==> src/rtl/axis_to_fifo_writer.sv <==
// AXI-Stream slave to standard FIFO write-port bridge with a 2-entry skid buffer
// and tlast-delimited packet length / count reporting.
module axis_to_fifo_writer #(
  parameter int unsigned DATA_W = 8,
  parameter int unsigned LEN_W  = 16
) (
  input  logic              clk,
  input  logic              rst_n,
  input  logic [DATA_W-1:0] s_axis_tdata,
  input  logic              s_axis_tvalid,
  input  logic              s_axis_tlast,
  output logic              s_axis_tready,
  input  logic              full,
  output logic [DATA_W-1:0] din,
  output logic              wr_en,
  output logic              pkt_done,
  output logic [LEN_W-1:0]  pkt_len,
  output logic [LEN_W-1:0]  pkt_count
);

  localparam int unsigned DEPTH = 2;
  localparam int unsigned OCC_W = 2;

  typedef struct packed {
    logic              last;
    logic [DATA_W-1:0] data;
  } beat_t;

  beat_t             buf_q [DEPTH];
  logic              head_q;
  logic [OCC_W-1:0]  occ_q;
  logic [LEN_W-1:0]  run_len_q;

  logic              accept_c;
  logic              tail_c;
  beat_t             head_beat_c;
  logic [OCC_W-1:0]  occ_nxt_c;
  logic              head_nxt_c;
  logic [LEN_W-1:0]  len_inc_c;

  // Handshake, write strobe and buffer bookkeeping
  always_comb begin
    accept_c    = s_axis_tvalid && s_axis_tready;
    head_beat_c = buf_q[head_q];
    tail_c      = head_q ^ occ_q[0];
    wr_en       = rst_n && (occ_q != OCC_W'(0)) && !full;
    din         = head_beat_c.data;
    occ_nxt_c   = occ_q + OCC_W'(accept_c) - OCC_W'(wr_en);
    head_nxt_c  = head_q ^ wr_en;
    len_inc_c   = (run_len_q == {LEN_W{1'b1}}) ? run_len_q : run_len_q + LEN_W'(1);
  end

  // Buffer storage carries no reset; occupancy alone qualifies its contents
  always_ff @(posedge clk) begin
    for (int i = 0; i < int'(DEPTH); i++) begin
      if (rst_n && accept_c && (tail_c == 1'(i))) begin
        buf_q[i] <= '{last: s_axis_tlast, data: s_axis_tdata};
      end
    end
  end

  // Occupancy, head pointer and registered ready
  always_ff @(posedge clk) begin
    if (!rst_n) begin
      occ_q         <= '0;
      head_q        <= 1'b0;
      s_axis_tready <= 1'b0;
    end else begin
      occ_q         <= occ_nxt_c;
      head_q        <= head_nxt_c;
      s_axis_tready <= (occ_nxt_c < OCC_W'(DEPTH));
    end
  end

  // Packet tracking happens on FIFO writes, not on stream accepts
  always_ff @(posedge clk) begin
    if (!rst_n) begin
      run_len_q <= '0;
      pkt_done  <= 1'b0;
      pkt_len   <= '0;
      pkt_count <= '0;
    end else begin
      pkt_done <= 1'b0;
      if (wr_en) begin
        if (head_beat_c.last) begin
          pkt_len   <= len_inc_c;
          pkt_count <= pkt_count + LEN_W'(1);
          pkt_done  <= 1'b1;
          run_len_q <= '0;
        end else begin
          run_len_q <= len_inc_c;
        end
      end
    end
  end

endmodule
==> config.mk <==
export PLATFORM = sky130hd
export DESIGN_NAME = axis_to_fifo_writer
export DESIGN_NICKNAME = d
export VERILOG_FILES = /design/src/rtl/axis_to_fifo_writer.sv
export SDC_FILE = /design/constraint.sdc
export NUM_CORES = 1
export LEC_CHECK = 0
export CORE_UTILIZATION = 24
export DETAILED_ROUTE_END_ITERATION = 7
export PLACE_DENSITY = 0.4
export SLEW_MARGIN = 20
export SYNTH_ARGS = -nofsm -noshare
export SYNTH_HDL_FRONTEND = slang
export SYNTH_SLANG_ARGS = --single-unit
==> constraint.sdc <==
create_clock -name clk -period 2.8 [get_ports clk]
set_input_delay 0.84 -clock clk [delete_from_list [all_inputs] [get_ports clk]]
set_output_delay 0.84 -clock clk [all_outputs]
set_load 0.02 [all_outputs]
==> results of run 1 <==
## registers in the layout (all words and copies together) (netlist names), named ones only
name           flops
buf_q             18
pkt_count         16
pkt_len           16
run_len_q         16
occ_q              2
head_q             1
pkt_done           1
s_axis_tready      1
## cells in the final DEF, fill, tap and decap left out, types with 13 or more instances in the layout
cell and n:
a21oi_1 15, buf_4 14, clkdlybuf4s50_1 54, dfxtp_1 53, edfxtp_1 18, nand2_1 24
nand3_1 21, nor2_1 32, nor3_1 13, o21ai_0 17, xnor2_1 17
## worst max-delay path by stage
stage | startpoint | endpoint | slack [ns] | cells past startpoint
finish | full | wr_en | 0.06 | 5
global route | full | wr_en | 0.009 | 5
CTS | full | wr_en | 0.02 | 5
detailed placement | full | wr_en | -0.24 | 5
global placement | rst_n | wr_en | -0.22 | 5
floorplan | full | s_axis_tready$_SDFF_PN0_ | 0.48 | 9
## cell type report
type                            instances  area, sq um
Fill cell                            1435         9034
Sequential cell                        72         1623
Multi-Input combinational cell        238         1574
Timing Repair Buffer                   69        655.6
Clock buffer                           10        229.0
Tap cell                              176        220.2
Clock inverter                          6        83.83
Inverter                                9        33.78
## per-layer routing
layer  track usage (%)  wire length [um]  share of wire (%)  vias to the layer above
li1                  -                 -                  -                     1358
met1             15.77              3874                 44                     1311
met2             21.95              4336                 49                       57
met3             4.528               443                5.1                        8
met4             3.935               106                1.2                        0
met5                 0                 0                  0                        -
## worst max-delay path, delay by kind of cell
family | cells | cell delay, ns
buffers and inverters | 3 | 0.75
AND/OR/NAND/NOR | 2 | 0.31
## metrics by stage
| step | cells | worst slack (ns) | area (sq um) | total power, uW | hold slack (ns) |
|---|---|---|---|---|---|
| 2_1_floorplan | 341 | 0.4828 | 3358 | 1463 | 0.4945 |
| 3_3_place_gp | 564 | -0.2247 | 4105 | 1628 | 0.4638 |
| 4_1_cts | 580 | 0.01824 | 4417 | 2869 | 0.4756 |
| 5_1_grt | 580 | 0.008702 | 4419 | 2953 | 0.4903 |
| 3_5_place_dp | 564 | -0.2431 | 4105 | 1627 | 0.4587 |
| 6_report | 580 | 0.05502 | 4419 | 2809 | 0.4642 |
## power groups by stage
stage	Sequential, uW	Clock, uW	Combinational, uW
after CTS	1170	1260	437
final	1170	1220	425
after detailed placement	1190	0	436
after global placement	1190	0	437
after global routing	1180	1300	473
after floorplan	1200	0	261
## cell families (layout without fill, tap and decap cells)
group                    Yosys count  in the layout  share of synthesized area [%]
multiplexers                      12             12                          4.434
adder cells (fa/ha/maj)            4              4                          1.490
XOR/XNOR                          25             25                          6.520
flip-flops                        72             72                          48.29
AO/OA/AOI/OAI                     70             70                          13.52
AND/OR/NAND/NOR                  127            127                          20.90
buffers and inverters             31             94                          4.844
## timing repair
| action | CTS | global route |
|---|---|---|
| endpoints found under the setup margin | 1 | 4 |
| gates resized for setup | 1 | 2 |
| pin swaps | 0 | 0 |
==> summary by stage, run 1 <==
CTS
The buffer depth of the longest clock path is 2. The number of hold buffers added after CTS was 0. The clock tree from TritonCTS is done.

The clock-pin slew on the worst setup and hold paths is 0.05 ns. The post-CTS setup buffer count is 0. The root buffer cell is clkbuf_16. The tree built by TritonCTS fans out to 72 sinks. The number of buffers inserted during clock tree synthesis is 9.

The depth of the CTS H-tree is 3. The clock network latency to the later pin of the worst-skew pair is 0.34 ns.

Final layout
For this run, the share of the core covered by cells in the final layout is 32.85%. The final layout net count is 416. Compared with the post-synthesis result, the final layout area differs by 31.59%. The antenna cell count is 0. Cells with a size suffix above 1 make up 13.37% of the layout.

Power
Cell internal power was estimated by the tool at 2104 uW. The share of total power in sequential cells is 41.6%. VDD sags by at most 287.9 uV. The leakage power is 0.001483 uW. The ratio of total power to cell area is 635.7 nW/um^2. In this run the power spent charging and discharging nets is 705.7 uW. The switching share of power is 25.12%.

The clock network is responsible for 43.3% of the overall power. The logic gate share of total power is 15.1%.

Setup path
The setup check on the worst reg-to-reg path leaves a slack of 0.65 ns. The worst setup path is of the input pin to output pin kind. Walking the worst path, the cells encountered are clkdlybuf4s50_1 > and2b_4 > nand2_2 > inv_2 > clkdlybuf4s15_1. The kind of start point of the critical path is an input pin. The maximum single-stage delay on the critical path is 0.41 ns. Measured in cells, the most critical reg-to-reg path has a length of 5.

The startpoint identified for the worst register-to-register timing path is run_len_q[0]$_SDFFE_PN0P_. Data arrives at the worst endpoint at 1.90 ns. The category of the worst setup path capture point is an output pin. The cell with the largest stage delay on the worst path is clkdlybuf4s50_1.

The reg-to-reg endpoint is run_len_q[3]$_SDFFE_PN0P_. The data required time of the worst path is 1.96 ns. The maximum net fanout on the critical path is 2.

Floorplan
Pin placement for this block handled 56 I/O pins. For this configuration, the core starts out at a cell density of 24.96%. The cell row count is 42. The floorplan step defined a die boundary enclosing 14470 sq um. The die is 120.3 um wide. The floorplan step defined a core boundary enclosing 13450 sq um. The die outline height is 120.3 um.

Synth
When the netlist entered floorplanning its net count stood at 358. The average instance area after synthesis is 9.848 sq um. Synthesis inferred 72 register bits. The fraction of registers with async set/reset is 0%. Yosys mapped a number of flops with a built-in enable equal to 18.

The number of warnings reported in the yosys synthesis log is 0. The synthesized instance count is 341. Ranked by instance count, the synthesized netlist is headed by dfxtp_1 (54), nor2_1 (32), nand2_1 (24). The number of different library cells used by synthesis comes to 54.

The share of the yosys chip area belonging to registers is 48.29%. Ranked by total cell area, the synthesized netlist is headed by dfxtp_1 (32%), edfxtp_1 (16%), xnor2_1 (4.4%). The leading area contributor after synthesis is dfxtp_1. After synthesis the cells add up to 3358 sq um. The most frequent cell after synthesis is dfxtp_1. The leading register cell type out of synthesis is dfxtp_1. The share of the synthesized area in the top cell type is 32.19%.

Drt
The sum of routed wire length over all layers is 8760 um. Dividing the detail-routed via count by the number of cells gives 4.714. The detail route stage leaves a number of antenna-violating nets equal to 0. The vias after detailed routing is 2734. For this run, design rule violations remaining after detail routing come to 0.

The initial detailed-routing violation count is 144. The first TritonRoute pass finished after 4 iterations. The mean routed wirelength per cell is 15.10 um.

STA
The number of slew-limit violations in the final report came to 0. The worst-case clock skew is 0.006555 ns. In the finished design, the share of the clock period the worst path needs comes to 98.04%. Timing would allow up to 364.3 MHz. Setup violations remaining at the end of the flow were counted as 0.

At the pin with the least slew margin, the transition time is 0.6896 ns. The worst path in the final design needs a cycle of 2.745 ns, including I/O delays and setup. Setup repair after global routing left no endpoint under its margin. The setup TNS is 0 ns.

In this run the tightest slew margin relative to its limit is 53.60%. The final hold violation count is 0.

Global route
The number of global-route vias before repair came to 2678. The first global-routing pass estimated 14430 um of wire. The total global routing track utilization is 13.11%.

The number of antenna violations at the first check in global routing is 0. Summed over all layers, the global routing overflow is 0. The pin count of the biggest net entering global routing is 25.

Place
At the end of routability-driven placement, the weighted congestion stood at 0.7973. The detailed placer's ending HPWL is 6217 um. The quantity of I/O buffers inserted on ports is 55.

Worst hold path
The number of cells on the worst hold path is 2. The startpoint identified for the worst hold timing path is pkt_len[4]$_SDFFE_PN0P_. The worst hold path terminates at pkt_len[4]$_SDFFE_PN0P_. The min-delay analysis places its worst path in the category register to register.

Flow run
The number of maximum-capacitance violations is 0.

Run status
The flow ran to the end, and the final reports show no timing, DRC or antenna violations.
Note: power is estimated with default switching activity, not from simulation.
==> run 2: changes to the inputs <==
Settings changed: MAX_ROUTING_LAYER set to met4.
==> summary by stage, run 2 (synthesized netlist as in run 1, its figures left out) <==
Power
The clock share of power was 43.3% (about the same). The logic gate share of total power came to 15.2% (was 15.1%). The total chip power is 2809 uW (about the same). The share of total power in sequential cells is 41.6% (about the same). The leakage power is 0.001483 uW (unchanged). The switching share of power was 25.11% (was 25.12%). The highest ir drop seen on vdd is 287.9 uV (about the same).

The switching power total came to 705.4 uW (was 705.7 uW). The cell-internal power was 2104 uW (about the same). The ratio of total power to cell area is 635.6 nW/um^2 (was 635.7 nW/um^2).

Setup path
The setup slack of the most critical reg-to-reg path is 0.67 ns (was 0.65 ns). The cell with the largest stage delay on the worst path is clkdlybuf4s50_1 (unchanged). The launching point of the worst reg2reg path is run_len_q[0]$_SDFFE_PN0P_ (unchanged). The maximum single-stage delay on the critical path is 0.41 ns (about the same).

The reg-to-reg endpoint is run_len_q[3]$_SDFFE_PN0P_ (unchanged). The category of the worst setup path capture point is an output pin (unchanged). The data required time of the worst path was 1.96 ns (about the same). The path type of the worst setup path is input pin to output pin (unchanged). The gate family responsible for the most delay along the worst path was buffers and inverters (unchanged).

The depth of the most critical reg-to-reg path is 5 (unchanged). The arrival time at the worst endpoint is 1.90 ns (about the same). The kind of start point of the critical path is an input pin (unchanged).

The total buffers and inverters traversed by the critical path is 3 (unchanged). The maximum net fanout on the critical path is 2 (unchanged). Chain of cells forming the critical path: clkdlybuf4s50_1 > and2b_4 > nand2_2 > inv_2 > clkdlybuf4s15_1 (unchanged).

Global route
The global-route layer with the greatest usage is met2 (unchanged). The first-pass GRT wire length was 14430 um (unchanged). The met2 track utilization from global routing came to 21.95% (unchanged). The pin count of the biggest net entering global routing is 25 (unchanged).

The number of global-route vias before repair is 2670 (was 2678). The total global routing track utilization came to 13.49% (was 13.11%). The met3 track demand over resource is 4.434% (was 4.528%). The number of antenna violations at the first check in global routing is 0 (unchanged). The global-route met1 utilization is 15.85% (was 15.77%). The total congestion overflow is 0 (unchanged).

Worst hold path
The class of the tightest hold or removal check is register to register (unchanged). The critical hold path startpoint is pkt_len[4]$_SDFFE_PN0P_ (unchanged). The endpoint with the worst hold slack is pkt_len[4]$_SDFFE_PN0P_ (unchanged).

The number of cells on the worst hold path was 2 (unchanged).

Final layout
The area growth from synthesis to final layout is 31.59% (unchanged). The final layout net count is 416 (unchanged). The fraction of final layout cells sized beyond drive strength 1 came to 13.37% (unchanged). The final standard cell count with taps included and fillers excluded is 580 (unchanged). The most frequent standard cell in the layout excluding fill and tap cells is clkdlybuf4s50_1 (unchanged).

The number of flip-flops in the largest register is 18 (unchanged). Leading cell types in the layout, fill and taps excluded: clkdlybuf4s50_1 (54), dfxtp_1 (53), nor2_1 (32) (unchanged). The antenna cell count was 0 (unchanged). The register bank with the most flops is buf_q (unchanged).

CTS
The buffer depth of the longest clock path is 2 (unchanged). The clock network latency to the later pin of the worst-skew pair is 0.34 ns (about the same). The number of buffers inserted during clock tree synthesis was 9 (unchanged). The post-CTS setup buffer count is 0 (unchanged).

The clock-pin slew on the worst setup and hold paths came to 0.05 ns (about the same). The number of buffers added to fix hold violations after cts is 0 (unchanged). The clock tree from TritonCTS is done (unchanged).

The number of clock sinks came to 72 (unchanged). The depth of the CTS H-tree was 3 (unchanged). The root buffer cell is clkbuf_16 (unchanged).

Drt
The sum of routed wire length over all layers is 8792 um (was 8760 um). The residual antenna-violating net count after detailed routing is 0 (unchanged). The vias after detailed routing came to 2707 (was 2734).

The initial detailed-routing violation count was 216 (was 144). The detailed-routing iteration count for the pre-antenna-repair pass is 4 (unchanged). The via density per instance came to 4.667 (was 4.714). The DRC violations left is 0 (unchanged).

The mean routed wirelength per cell is 15.16 um (was 15.10 um).

STA
The clock period minus worst slack came to 2.745 ns (about the same). The worst-case clock skew is 0.006547 ns (was 0.006555 ns). The final hold violation count is 0 (unchanged). The worst hold slack was 0.4651 ns (was 0.4642 ns).

The highest achievable clock rate was 364.3 MHz (about the same). RSZ-0062 raised after global routing: no (unchanged). The part of the cycle the worst path needs is 98.03% (was 98.04%).

The headroom to the max-slew limit is 58.32% (was 53.60%). The setup TNS is 0 ns (unchanged). The number of failing setup endpoints in the final timing report is 0 (unchanged). The number of slew-limit violations in the final report is 0 (unchanged). The slew at the pin closest to its max-slew limit was 0.6194 ns (was 0.6896 ns).

Floorplan
The starting density of the core is 24.96% (unchanged). The overall die area was 14470 sq um (unchanged). The cell row count was 42 (unchanged).

The floorplan die width is 120.3 um (unchanged). The core outline area is 13450 sq um (unchanged). The die outline height is 120.3 um (unchanged). The total I/O pin count was 56 (unchanged).

Place
The last weighted congestion value of the routability-driven placer was 0.8088 (was 0.7973). The detailed placer's ending HPWL was 6217 um (unchanged). The quantity of I/O buffers inserted on ports is 55 (unchanged).

The placed instance count was 564 (unchanged).

Flow run
The number of maximum-capacitance violations is 0 (unchanged).

Run status
Outcome: completed (unchanged).
-- run 2: cell counts in the layout (fill, tap and decap cells not counted) --
No cell type changed its count.
-- run 2: routing by layer --
layer / share of wire (%) / wire length (um)
met5: 0 / 0
met4: 1.1 / 99
met3: 4.5 / 398
met2: 50 / 4361
met1: 45 / 3932
-- run 2: final cells by class --
type | count | area (sq um)
flip-flops and latches | 72 | 1623
well taps | 176 | 220.2
inverters | 9 | 33.78
fillers | 1435 | 9034
multi-input cells | 238 | 1574
clock buffers | 10 | 229.0
clock inverters | 6 | 83.83
repair buffers | 69 | 655.6
-- run 2: power by group through the flow --
stage                     clock network [uW]  logic, uW  registers, uW
after floorplan                            0        261           1200
after global placement                     0        437           1190
after detailed placement                   0        436           1190
after CTS                               1260        437           1170
after global routing                    1300        473           1180
final                                   1220        426           1170
-- run 2: how the worst max path moves through the flow --
stage / cells after the start / slack [ns] / endpoint / from
final: 5 / 0.06 / wr_en / full
after detailed placement: 5 / -0.24 / wr_en / full
after floorplan: 9 / 0.48 / s_axis_tready$_SDFF_PN0_ / full
after global routing: 5 / 0.009 / wr_en / full
after global placement: 5 / -0.22 / wr_en / rst_n
after CTS: 5 / 0.02 / wr_en / full
-- run 2: tightest hold or removal path: stages, from the launching register on --
cell and delay, ns:
dfxtp_1 0.31, nand2_1 0.05, a21oi_1 0.05
-- run 2: metrics by stage --
stage	worst slack, ns	utilization, %	cell area, sq um
after floorplan	0.4828	-	3358
after global placement	-0.2247	30.52	4105
after detailed placement	-0.2431	30.52	4105
after CTS	0.01824	32.83	4417
after global routing	0.008702	32.85	4419
final	0.05507	32.85	4419
-- run 2: what timing repair did --
action	4_1_cts	5_1_grt
gates cloned	0	0
resized for setup	1	2
endpoints found under the setup margin	1	4
hold endpoints to repair	0	0
